File: src/rtl/multi_line_trigger.sv
// multi_line_trigger
//   Multi-channel periodic / one-shot trigger generator. Each channel runs a
//   CW-bit counter 0..P (P = active period) and drives its line high for the
//   last W counts of every period (W = active width), one cycle late through
//   a register. Configuration inputs are quasi-static. They are double-sampled
//   and accepted only when two consecutive samples agree. They are applied
//   only while idle or at the period boundary, so a running period is never
//   disturbed.
//
// Ports
//   clk8m       in   sole clock
//   rst_n       in   asynchronous active-low reset
//   cfg_period  in   NCH*CW  per-channel period P, channel k at [k*CW +: CW]
//   cfg_width   in   NCH*CW  per-channel pulse width W, same packing
//   ch_en       in   NCH     per-channel enable
//   one_shot    in   NCH     per-channel mode (0 free-run, 1 one-shot)
//   arm         in   NCH     per-channel single-cycle start (one-shot only)
//   line        out  NCH     registered trigger outputs
//   busy        out  NCH     high while the channel counter is running
module multi_line_trigger #(
  parameter int NCH = 2,
  parameter int CW  = 16
) (
  input  logic              clk8m,
  input  logic              rst_n,
  input  logic [NCH*CW-1:0] cfg_period,
  input  logic [NCH*CW-1:0] cfg_width,
  input  logic [NCH-1:0]    ch_en,
  input  logic [NCH-1:0]    one_shot,
  input  logic [NCH-1:0]    arm,
  output logic [NCH-1:0]    line,
  output logic [NCH-1:0]    busy
);

  typedef enum logic {
    ST_IDLE = 1'b0,
    ST_RUN  = 1'b1
  } state_t;

  for (genvar k = 0; k < NCH; k++) begin : g_ch
    logic [CW-1:0] per_d0_r;
    logic [CW-1:0] per_d1_r;
    logic [CW-1:0] wid_d0_r;
    logic [CW-1:0] wid_d1_r;
    logic [CW-1:0] per_stg_r;
    logic [CW-1:0] wid_stg_r;
    logic [CW-1:0] per_act_r;
    logic [CW-1:0] wid_act_r;
    logic          mode_act_r;
    logic [CW-1:0] cnt_r;
    state_t        state_r;
    logic          line_r;

    logic          at_end_s;
    logic          upd_s;
    logic [CW-1:0] per_nxt_s;
    logic          mode_nxt_s;
    state_t        state_nxt_s;
    logic [CW-1:0] cnt_nxt_s;
    logic          line_nxt_s;

    // Double-sample configuration; stage a field only when both samples agree.
    always_ff @(posedge clk8m or negedge rst_n) begin
      if (!rst_n) begin
        per_d0_r  <= {CW{1'b0}};
        per_d1_r  <= {CW{1'b0}};
        wid_d0_r  <= {CW{1'b0}};
        wid_d1_r  <= {CW{1'b0}};
        per_stg_r <= {CW{1'b0}};
        wid_stg_r <= {CW{1'b0}};
      end else begin
        per_d0_r <= cfg_period[k*CW +: CW];
        per_d1_r <= per_d0_r;
        wid_d0_r <= cfg_width[k*CW +: CW];
        wid_d1_r <= wid_d0_r;
        if (per_d0_r == per_d1_r) begin
          per_stg_r <= per_d1_r;
        end
        if (wid_d0_r == wid_d1_r) begin
          wid_stg_r <= wid_d1_r;
        end
      end
    end

    // Update point: idle, or last count of the running period.
    always_comb begin
      at_end_s   = (state_r == ST_RUN) && (cnt_r == per_act_r);
      upd_s      = (state_r == ST_IDLE) || at_end_s;
      per_nxt_s  = upd_s ? per_stg_r : per_act_r;
      mode_nxt_s = upd_s ? one_shot[k] : mode_act_r;
    end

    // Active period/width/mode only change at an update point.
    always_ff @(posedge clk8m or negedge rst_n) begin
      if (!rst_n) begin
        per_act_r  <= {CW{1'b0}};
        wid_act_r  <= {CW{1'b0}};
        mode_act_r <= 1'b0;
      end else if (upd_s) begin
        per_act_r  <= per_stg_r;
        wid_act_r  <= wid_stg_r;
        mode_act_r <= one_shot[k];
      end
    end

    // Next-state and counter: the values that take effect at this edge
    // (per_nxt_s/mode_nxt_s) decide whether a new period starts.
    always_comb begin
      state_nxt_s = ST_IDLE;
      cnt_nxt_s   = {CW{1'b0}};
      if (!ch_en[k] || (per_nxt_s == {CW{1'b0}})) begin
        state_nxt_s = ST_IDLE;
        cnt_nxt_s   = {CW{1'b0}};
      end else begin
        case (state_r)
          ST_IDLE: begin
            // Free-run starts on its own; one-shot waits for arm.
            if (!mode_nxt_s || arm[k]) begin
              state_nxt_s = ST_RUN;
            end else begin
              state_nxt_s = ST_IDLE;
            end
            cnt_nxt_s = {CW{1'b0}};
          end
          ST_RUN: begin
            if (!at_end_s) begin
              state_nxt_s = ST_RUN;
              cnt_nxt_s   = cnt_r + {{(CW-1){1'b0}}, 1'b1};
            end else if (!mode_nxt_s) begin
              state_nxt_s = ST_RUN;
              cnt_nxt_s   = {CW{1'b0}};
            end else begin
              state_nxt_s = ST_IDLE;
              cnt_nxt_s   = {CW{1'b0}};
            end
          end
          default: begin
            state_nxt_s = ST_IDLE;
            cnt_nxt_s   = {CW{1'b0}};
          end
        endcase
      end
    end

    // Line window: last W counts of the period, with P - W saturating at
    // "whole period" when W exceeds P.
    always_comb begin
      line_nxt_s = 1'b0;
      if (ch_en[k] && (state_r == ST_RUN)) begin
        if (wid_act_r > per_act_r) begin
          line_nxt_s = 1'b1;
        end else begin
          line_nxt_s = (cnt_r > (per_act_r - wid_act_r));
        end
      end else begin
        line_nxt_s = 1'b0;
      end
    end

    // State, counter and output registers.
    always_ff @(posedge clk8m or negedge rst_n) begin
      if (!rst_n) begin
        state_r <= ST_IDLE;
        cnt_r   <= {CW{1'b0}};
        line_r  <= 1'b0;
      end else begin
        state_r <= state_nxt_s;
        cnt_r   <= cnt_nxt_s;
        line_r  <= line_nxt_s;
      end
    end

    assign line[k] = line_r;
    assign busy[k] = (state_r == ST_RUN);
  end

endmodule

File: config.mk
export PLATFORM = sky130hd
export DESIGN_NAME = multi_line_trigger
export DESIGN_NICKNAME = d
export VERILOG_FILES = /design/src/rtl/multi_line_trigger.sv
export SDC_FILE = /design/constraint.sdc
export NUM_CORES = 1
export LEC_CHECK = 0
export ABC_AREA = 1
export CAP_MARGIN = 10
export CORE_MARGIN = 2
export CORE_UTILIZATION = 60
export DETAILED_ROUTE_END_ITERATION = 12
export MAX_ROUTING_LAYER = met4
export PLACE_DENSITY_LB_ADDON = 0.1
export SLEW_MARGIN = 20
export SYNTH_ARGS = -nofsm -noshare
export SYNTH_HDL_FRONTEND = slang
export SYNTH_SLANG_ARGS = --single-unit
export TNS_END_PERCENT = 30
File: constraint.sdc
create_clock -name clk8m -period 5 [get_ports clk8m]
set_clock_uncertainty 0.15 [all_clocks]
set_input_delay 0.75 -clock clk8m [delete_from_list [all_inputs] [get_ports clk8m]]
set_output_delay 0.75 -clock clk8m [all_outputs]
set_load 0.005 [all_outputs]
Yosys cells after proc, flatten, opt, wreduce, memory -nomap -nowiden. Cells that the tools add are included.

Flip-flop bits (word level): 294. Input port bits: 72. Output and inout port bits: 4. Word-level logic and storage cells: 80.

$add $sub $neg: 4. Magnitude comparators: 4. Eq/ne operators: 6. Muxes and demuxes: 24. Bitwise gates (word level): 2. Reduce and logical (&&, ||, !) cells: 16.

Operators with widths (number): 16-bit equality test (6); 16-bit 2-to-1 mux (6); 16-bit > comparator (4); 16-bit case mux with 2 select lines (2); 16-bit by 1-bit adder with 16-bit output, second input constant (2); 16-bit logical NOT (2); 16-bit subtractor (2); 1-bit 2-to-1 mux (14); 1-bit logical OR (6); 1-bit logical AND (4); 1-bit logical NOT (4); 1-bit case mux with 2 select lines (2); 1-bit inverter (2).

Longest topological paths before layout. Gate-level depths: netlist of the first run.

Depth in word-level cells: 9. Depth in mapped cells: 22. Gate-level depth less buffers: 22.

Worst setup path before layout of the first run. OpenSTA, ideal clock, no wires.

Path kind: register -> register. Start point: register g_ch[0].per_act_r[0]. End point: register g_ch[0].line_r. Library setup time: 77 ps. Arrival time: 3045 ps. Data required time: 4773 ps. Setup slack: 1728 ps. Stages on the path, launching flop included: 20. Path buffers: 0. Period minus slack after synthesis: 3272 ps. Cell sequence: dfrtp_1 > inv_1 > ha_1 > fa_1 > o21ai_0 > a21boi_0 > or2_2 > nand2_1 > a21oi_1 > o21ai_0 > xor2_1 > ha_1 > nand2_1 > inv_1 > nand3_1 > nor3_1 > nand2_1 > nand4_1 > nand2_1 > a21oi_1.

Longest elaborated chain between the ends: 4. Elaborated cells between the ends (all ways): 5. Those cells by class: add/sub: 1; order compare: 2; mux: 2.

RTL lines: start: declaration (line 47) `logic [CW-1:0] per_act_r;`; start signal: assignment (line 96) `per_act_r <= {CW{1'b0}};`; start signal: assignment (line 100) `per_act_r <= per_stg_r;`; 16-bit subtractor (line 153) `line_nxt_s = (cnt_r > (per_act_r - wid_act_r));`; 16-bit > comparator (line 153); 1-bit 2-to-1 mux (*) (line 150) `if (wid_act_r > per_act_r) begin`; 1-bit 2-to-1 mux (*) (line 149) `if (ch_en[k] && (state_r == ST_RUN)) begin`; net g_ch[0].line_nxt_s (line 60) `logic line_nxt_s;`; end signal: assignment (line 169) `line_r <= line_nxt_s;`; end: declaration (line 52) `logic line_r;`.

The timed path passes the listed nets; every way through them passes the cells marked *. A chain may end at the register's enable or synchronous reset.

Final worst setup path of the first run. Ends and elaborated chain as after synthesis.

==> flow_metrics.env, run 1 <==
export IMPL_status="completed"
export IMPL_viasPerCell=5.192
export IMPL_post_place_ws_ns=1.370
export IMPL_finalSetupTns_ns=0
export IMPL_finalHoldViolCount=0
export IMPL_cts_tree="built"
export IMPL_cts_resized=0
export IMPL_fmax_mhz=276.6
export IMPL_crit_path_end_kind="flip-flop"
export IMPL_dieArea_um2=23430
export IMPL_drtIter0Drc=542
export IMPL_hpwl_mm=17.98
export IMPL_synth_cell_type_count=40
export IMPL_avgSynthCellArea_um2=10.12
export IMPL_rows=54
export IMPL_dr_pass1_iters=7
export IMPL_clk_pin_slew_ns=0.06
export IMPL_setup_worst_path_class="reg -> reg"
export IMPL_p_total_mw=4.751
export IMPL_fin_nets=1538
export IMPL_coreArea_um2=21820
export IMPL_syn_inst=1318
export IMPL_crit_fanout=3
export IMPL_cts_root_buffer="clkbuf_16"
export IMPL_synth_area_um2=13330
export IMPL_cts_sinks=292
export IMPL_drcViolationCount=0
export IMPL_routedWlPerCell_um=14.65
export IMPL_layout_commonest_cell="nand2_1"
export IMPL_stdcell_area_um2=15220
export IMPL_power_density_nw_per_um2=312.2
export IMPL_vias=8805
export IMPL_synthTopCellsByArea="dfrtp_1 55%, nand2_1 8.5%, ha_1 6.2%"
export IMPL_grt_pass1_vias=8703
export IMPL_grt_first_pass_wirelength_mm=42.77
export IMPL_tightest_slew_ns=0.9756
export IMPL_die_height_um=153.1
export IMPL_worstHoldPathType="in -> async"
export IMPL_grt_max_degree=135
export IMPL_yosys_warnings=0
export IMPL_io_pins=76
export IMPL_cts_hold_buf=0
export IMPL_io_buffers=75
export IMPL_cts_buffers=29
export IMPL_slew_violations=0
export IMPL_ys_seq_area_share_pct=54.80
export IMPL_fin_cells=1696
export IMPL_min_period_ns=3.615
export IMPL_die_x_um=153.1
export IMPL_drt_total_wl_mm=24.84
export IMPL_post_dp_cell_area_um2=14280
export IMPL_yosys_area_top_type_share_pct=54.80
export IMPL_drive_gt1_share_pct=11.02
export IMPL_synth_seq_cells=292
export IMPL_cts_buffer_depth=3
export IMPL_area_growth_pct=14.13
export IMPL_setup_violations_final=0
export IMPL_grt_usage_pct=22.83
export IMPL_start_util_pct=61.10
export IMPL_post_cts_buffers=0
export IMPL_critPathRequiredTime_ns=5.33
export IMPL_post_route_util_pct=69.73
export IMPL_ant_nets=0
export IMPL_setup_slack_ns=1.385
export IMPL_gp_congestion=0.8392
export IMPL_diodes=0
export IMPL_grt_overflow=0
export IMPL_layout_common_cells="301 x nand2_1, 292 x dfrtp_1, 119 x inv_1"
export IMPL_slew_headroom_pct=34.96
export IMPL_cap_viol_max_count=0
export IMPL_p_leak_nw=7.473
export IMPL_holdWs_ns=0.1403
export IMPL_crit_arrival_ns=3.94
export IMPL_rsz0062_at_grt="no"
export IMPL_insertion_delay_ns=0.56
export IMPL_r2r_slack_ns=1.39
export IMPL_timing_final_crit_share_pct=72.30
export IMPL_fill_cells=1646
export IMPL_htree_levels=1
export IMPL_syn_num_nets=1458
export IMPL_startpoint_type="flip-flop"
export IMPL_yosys_area_top_type="dfrtp_1"
export IMPL_r2r_cells=19
export IMPL_ir_worst_vdd_uv=306.3
export IMPL_grt_antenna_before_repair=0
export IMPL_dp_cells=1647
-- kinds of logic (layout without fill, tap and decap cells) --
logic type / Yosys count / in the layout / share of synthesized area, %
multiplexers: 64 / 64 / 5.405
adder cells (fa/ha/maj): 68 / 68 / 6.493
AO/OA/AOI/OAI: 126 / 126 / 5.114
XOR/XNOR: 95 / 95 / 6.240
flip-flops: 292 / 292 / 54.80
AND/OR/NAND/NOR: 517 / 517 / 16.85
buffers and inverters: 156 / 254 / 5.095
-- critical path, stage by stage, from the launching register on --
cell,delay [ns]
dfrtp_1,0.36
inv_1,0.06
ha_1,0.23
fa_1,0.40
o21ai_0,0.30
a21boi_0,0.18
or2_2,0.31
nand2_1,0.10
a21oi_1,0.11
o21ai_0,0.20
xor2_1,0.09
ha_1,0.28
nand2_1,0.05
inv_1,0.09
nand3_1,0.09
nor3_1,0.20
nand2_1,0.08
nand4_1,0.07
nand2_1,0.05
a21oi_1,0.12
-- worst paths after layout --
check                                      end                  from
setup / recovery                g_ch[0].line_r  g_ch[0].per_act_r[0]
setup reg to reg                g_ch[0].line_r  g_ch[0].per_act_r[0]
hold reg to reg            g_ch[0].per_d1_r[6]   g_ch[0].per_d0_r[6]
max in group asynchronous  g_ch[0].per_d0_r[6]                 rst_n
min in group clk8m         g_ch[0].per_d1_r[6]   g_ch[0].per_d0_r[6]
hold / removal             g_ch[0].wid_d1_r[7]                 rst_n
-- per-layer routing --
metal  routed length, um  global-route usage [%]  vias to the layer above  share of wire, %
met4                 409                   4.056                        0               1.6
met3                1159                   3.119                       33               4.7
li1                    -                       -                     4460                 -
met2               10440                   32.95                      160                42
met5                   0                       -                        -                 0
met1               12830                   35.35                     4152                52
-- registers in the layout, indices dropped and copies added (netlist names) --
name            cells
g_ch.wid_act_r     32
g_ch.cnt_r         32
g_ch.per_d0_r      32
g_ch.wid_stg_r     32
g_ch.per_act_r     32
g_ch.per_d1_r      32
g_ch.line_r         2
g_ch.per_stg_r     32
g_ch.wid_d1_r      32
g_ch.wid_d0_r      32
g_ch.state_r        2
-- layout make-up --
cell class / count / area, um2 / area share [%]
clock inverter: 7 / 82.58 / 0.5426
multi-input combinational: 870 / 5348 / 35.14
tap: 280 / 350.3 / 2.302
clock buffer: 42 / 854.6 / 5.615
inverter: 128 / 480.5 / 3.157
timing repair buffer: 77 / 795.8 / 5.229
sequential: 292 / 7307 / 48.01
-- cells in the mapped netlist --
master,count
buf_2,2
nand2_2,4
o211ai_1,1
a31oi_1,4
nor2_1,67
o221ai_1,1
nand2_1,301
fa_1,2
o21ai_0,60
a21o_1,1
a21oi_1,45
nor4_1,17
buf_8,1
nor3_1,9
dfrtp_1,292
mux2_2,64
inv_2,8
o21bai_1,6
buf_12,1
nand4_1,14
or2_2,3
inv_1,119
o21a_1,2
a221oi_1,2
nand3b_1,2
clkinv_1,1
xor2_1,83
nand2_4,5
nand3_1,69
buf_1,1
buf_6,6
clkbuf_1,12
xnor2_1,12
nand3_2,1
a211oi_1,1
a21boi_0,3
and2_1,1
nor2_2,24
ha_1,66
buf_4,5
-- power by group --
part | switching, mW | internal (mW)
clock network | 0.873 | 1.23
registers | 0.0413 | 2.42
logic | 0.0948 | 0.0919
Note: power is estimated with default switching activity, not from simulation.
==> run 2, diff against run 1 <==
clock period = 3.63 ns   (was 5 ns; I/O delays follow)
==> flow_metrics.env, run 2 (synthesis results as in run 1) <==
export IMPL_ir_worst_vdd_uv=422.5
export IMPL_io_pins=76
export IMPL_cpLargestDelayFamily="adder cells"
export IMPL_post_cts_buffers=0
export IMPL_dieArea_um2=23430
export IMPL_grt_overflow=0
export IMPL_r2r_end="g_ch[0].line_r"
export IMPL_post_route_util_pct=70.03
export IMPL_die_x_um=153.1
export IMPL_dr_pass1_iters=8
export IMPL_coreArea_um2=21820
export IMPL_post_place_ws_ns=0.06814
export IMPL_cts_sinks=292
export IMPL_crit_path_frequent_cell="nand2_1"
export IMPL_routedWlPerCell_um=14.61
export IMPL_crit_arrival_ns=3.61
export IMPL_fin_nets=1550
export IMPL_crit_fanout=3
export IMPL_gp_congestion=0.8568
export IMPL_tightest_slew_ns=0.7846
export IMPL_crit_buf_inv=2
export IMPL_crit_path_end_kind="flip-flop"
export IMPL_ant_nets=0
export IMPL_drcViolationCount=0
export IMPL_setup_worst_path_start="g_ch[0].per_act_r[0]"
export IMPL_status="completed"
export IMPL_power_density_nw_per_um2=423.3
export IMPL_worstHoldPathType="reg -> reg"
export IMPL_fmax_mhz=301.1
export IMPL_finalHoldViolCount=0
export IMPL_cts_root_buffer="clkbuf_16"
export IMPL_cap_viol_max_count=0
export IMPL_max_stage_delay_ns=0.37
export IMPL_min_from="g_ch[1].wid_d0_r[3]"
export IMPL_setup_slack_ns=0.3086
export IMPL_slew_headroom_pct=47.54
export IMPL_start_util_pct=61.10
export IMPL_critPathRequiredTime_ns=3.92
export IMPL_layout_common_cells="301 x nand2_1, 292 x dfrtp_1, 119 x inv_1"
export IMPL_finalSetupTns_ns=0
export IMPL_slew_violations=0
export IMPL_clk_pin_slew_ns=0.06
export IMPL_drt_total_wl_mm=24.92
export IMPL_r2r_cells=19
export IMPL_grt_first_pass_wirelength_mm=42.86
export IMPL_rows=54
export IMPL_grt_antenna_before_repair=0
export IMPL_die_height_um=153.1
export IMPL_r2r_slack_ns=0.31
export IMPL_setup_violations_final=0
export IMPL_viasPerCell=5.223
export IMPL_htree_levels=1
export IMPL_holdWs_ns=0.2363
export IMPL_slowest_stage="fa_2"
export IMPL_grt_max_degree=100
export IMPL_hpwl_mm=18.48
export IMPL_cts_buffers=29
export IMPL_vias=8910
export IMPL_io_buffers=75
export IMPL_insertion_delay_ns=0.56
export IMPL_timing_final_crit_share_pct=91.50
export IMPL_cts_tree="built"
export IMPL_area_growth_pct=14.61
export IMPL_grt_usage_pct=22.90
export IMPL_whs_path_depth=0
export IMPL_worstPathCellList="inv_1 > ha_1 > fa_2 > o21ai_2 > a21boi_1 > or2_2 > nand2_1 > a21oi_1 > o21ai_1 > xor2_1 > ha_1 > nand2_1 > inv_1 > nand3_1 > nor2_1 > a31oi_1 > nand4_1 > nand2_1 > a21oi_1"
export IMPL_drive_gt1_share_pct=11.71
export IMPL_min_to="g_ch[1].wid_d1_r[3]"
export IMPL_regToRegStartpoint="g_ch[0].per_act_r[0]"
export IMPL_drtIter0Drc=478
export IMPL_cts_buffer_depth=3
export IMPL_layout_commonest_cell="nand2_1"
export IMPL_diodes=0
export IMPL_p_leak_nw=7.516
export IMPL_startpoint_type="flip-flop"
export IMPL_grt_pass1_vias=8695
export IMPL_rsz0062_at_grt="no"
export IMPL_min_period_ns=3.321
export IMPL_setup_worst_path_class="reg -> reg"
[run 2: power breakdown]
group / internal (mW) / switching, mW
logic: 0.131 / 0.133
clock network: 1.63 / 1.19
registers: 3.33 / 0.0561
total: 5.09 / 1.38
[run 2: per-stage QoR]
stage               power (mW)  cell area (um2)  cells
finish                   6.468            15280   1706
global route             6.715            15280   1706
CTS                      6.535            15270   1706
floorplan                3.528            13330   1318
global placement         3.702            14360   1658
detailed placement       3.713            14360   1658
[run 2: worst max-delay path by stage]
stage                     end  slack, ns  cells after the start
6_report       g_ch[0].line_r       0.31                     19
5_1_grt        g_ch[1].line_r       0.01                     20
4_1_cts        g_ch[0].line_r       0.06                     19
3_5_place_dp   g_ch[0].line_r       0.07                     19
3_3_place_gp   g_ch[0].line_r       0.19                     19
2_1_floorplan  g_ch[0].line_r       0.36                     19
[run 2: area by class of cell]
class / instances / area (um2)
clock buffer: 41 / 820.8
timing repair buffer: 89 / 888.4
clock inverter: 6 / 72.57
fill: 1597 / 6541
sequential: 292 / 7307
multi-input combinational: 870 / 5363
inverter: 128 / 480.5
tap: 280 / 350.3
[run 2: per-layer routing]
metal,up-vias,GRT usage [%],share of wire [%]
li1,4483,-,-
met1,4226,35.84,52
met2,161,32.29,42
met3,40,2.920,3.8
met4,0,5.026,2.1
met5,-,-,0
[run 2: repair_timing]
action                                  in CTS  in global routing
gates resized for setup                      0                 12
endpoints found under the setup margin       0                  2
hold endpoints to repair                    93                  0
hold buffers                                 1                  0
==> run 3, diff against run 2 <==
--- a/constraint.sdc
+++ b/constraint.sdc
@@ -3,3 +3,3 @@
 set_input_delay 0.5445 -clock clk8m [delete_from_list [all_inputs] [get_ports clk8m]]
 set_output_delay 0.5445 -clock clk8m [all_outputs]
-set_load 0.005 [all_outputs]
+set_load 0.01 [all_outputs]
==> results of run 3 <==
Same layout as run 2 (identical final DEF). Status: completed.
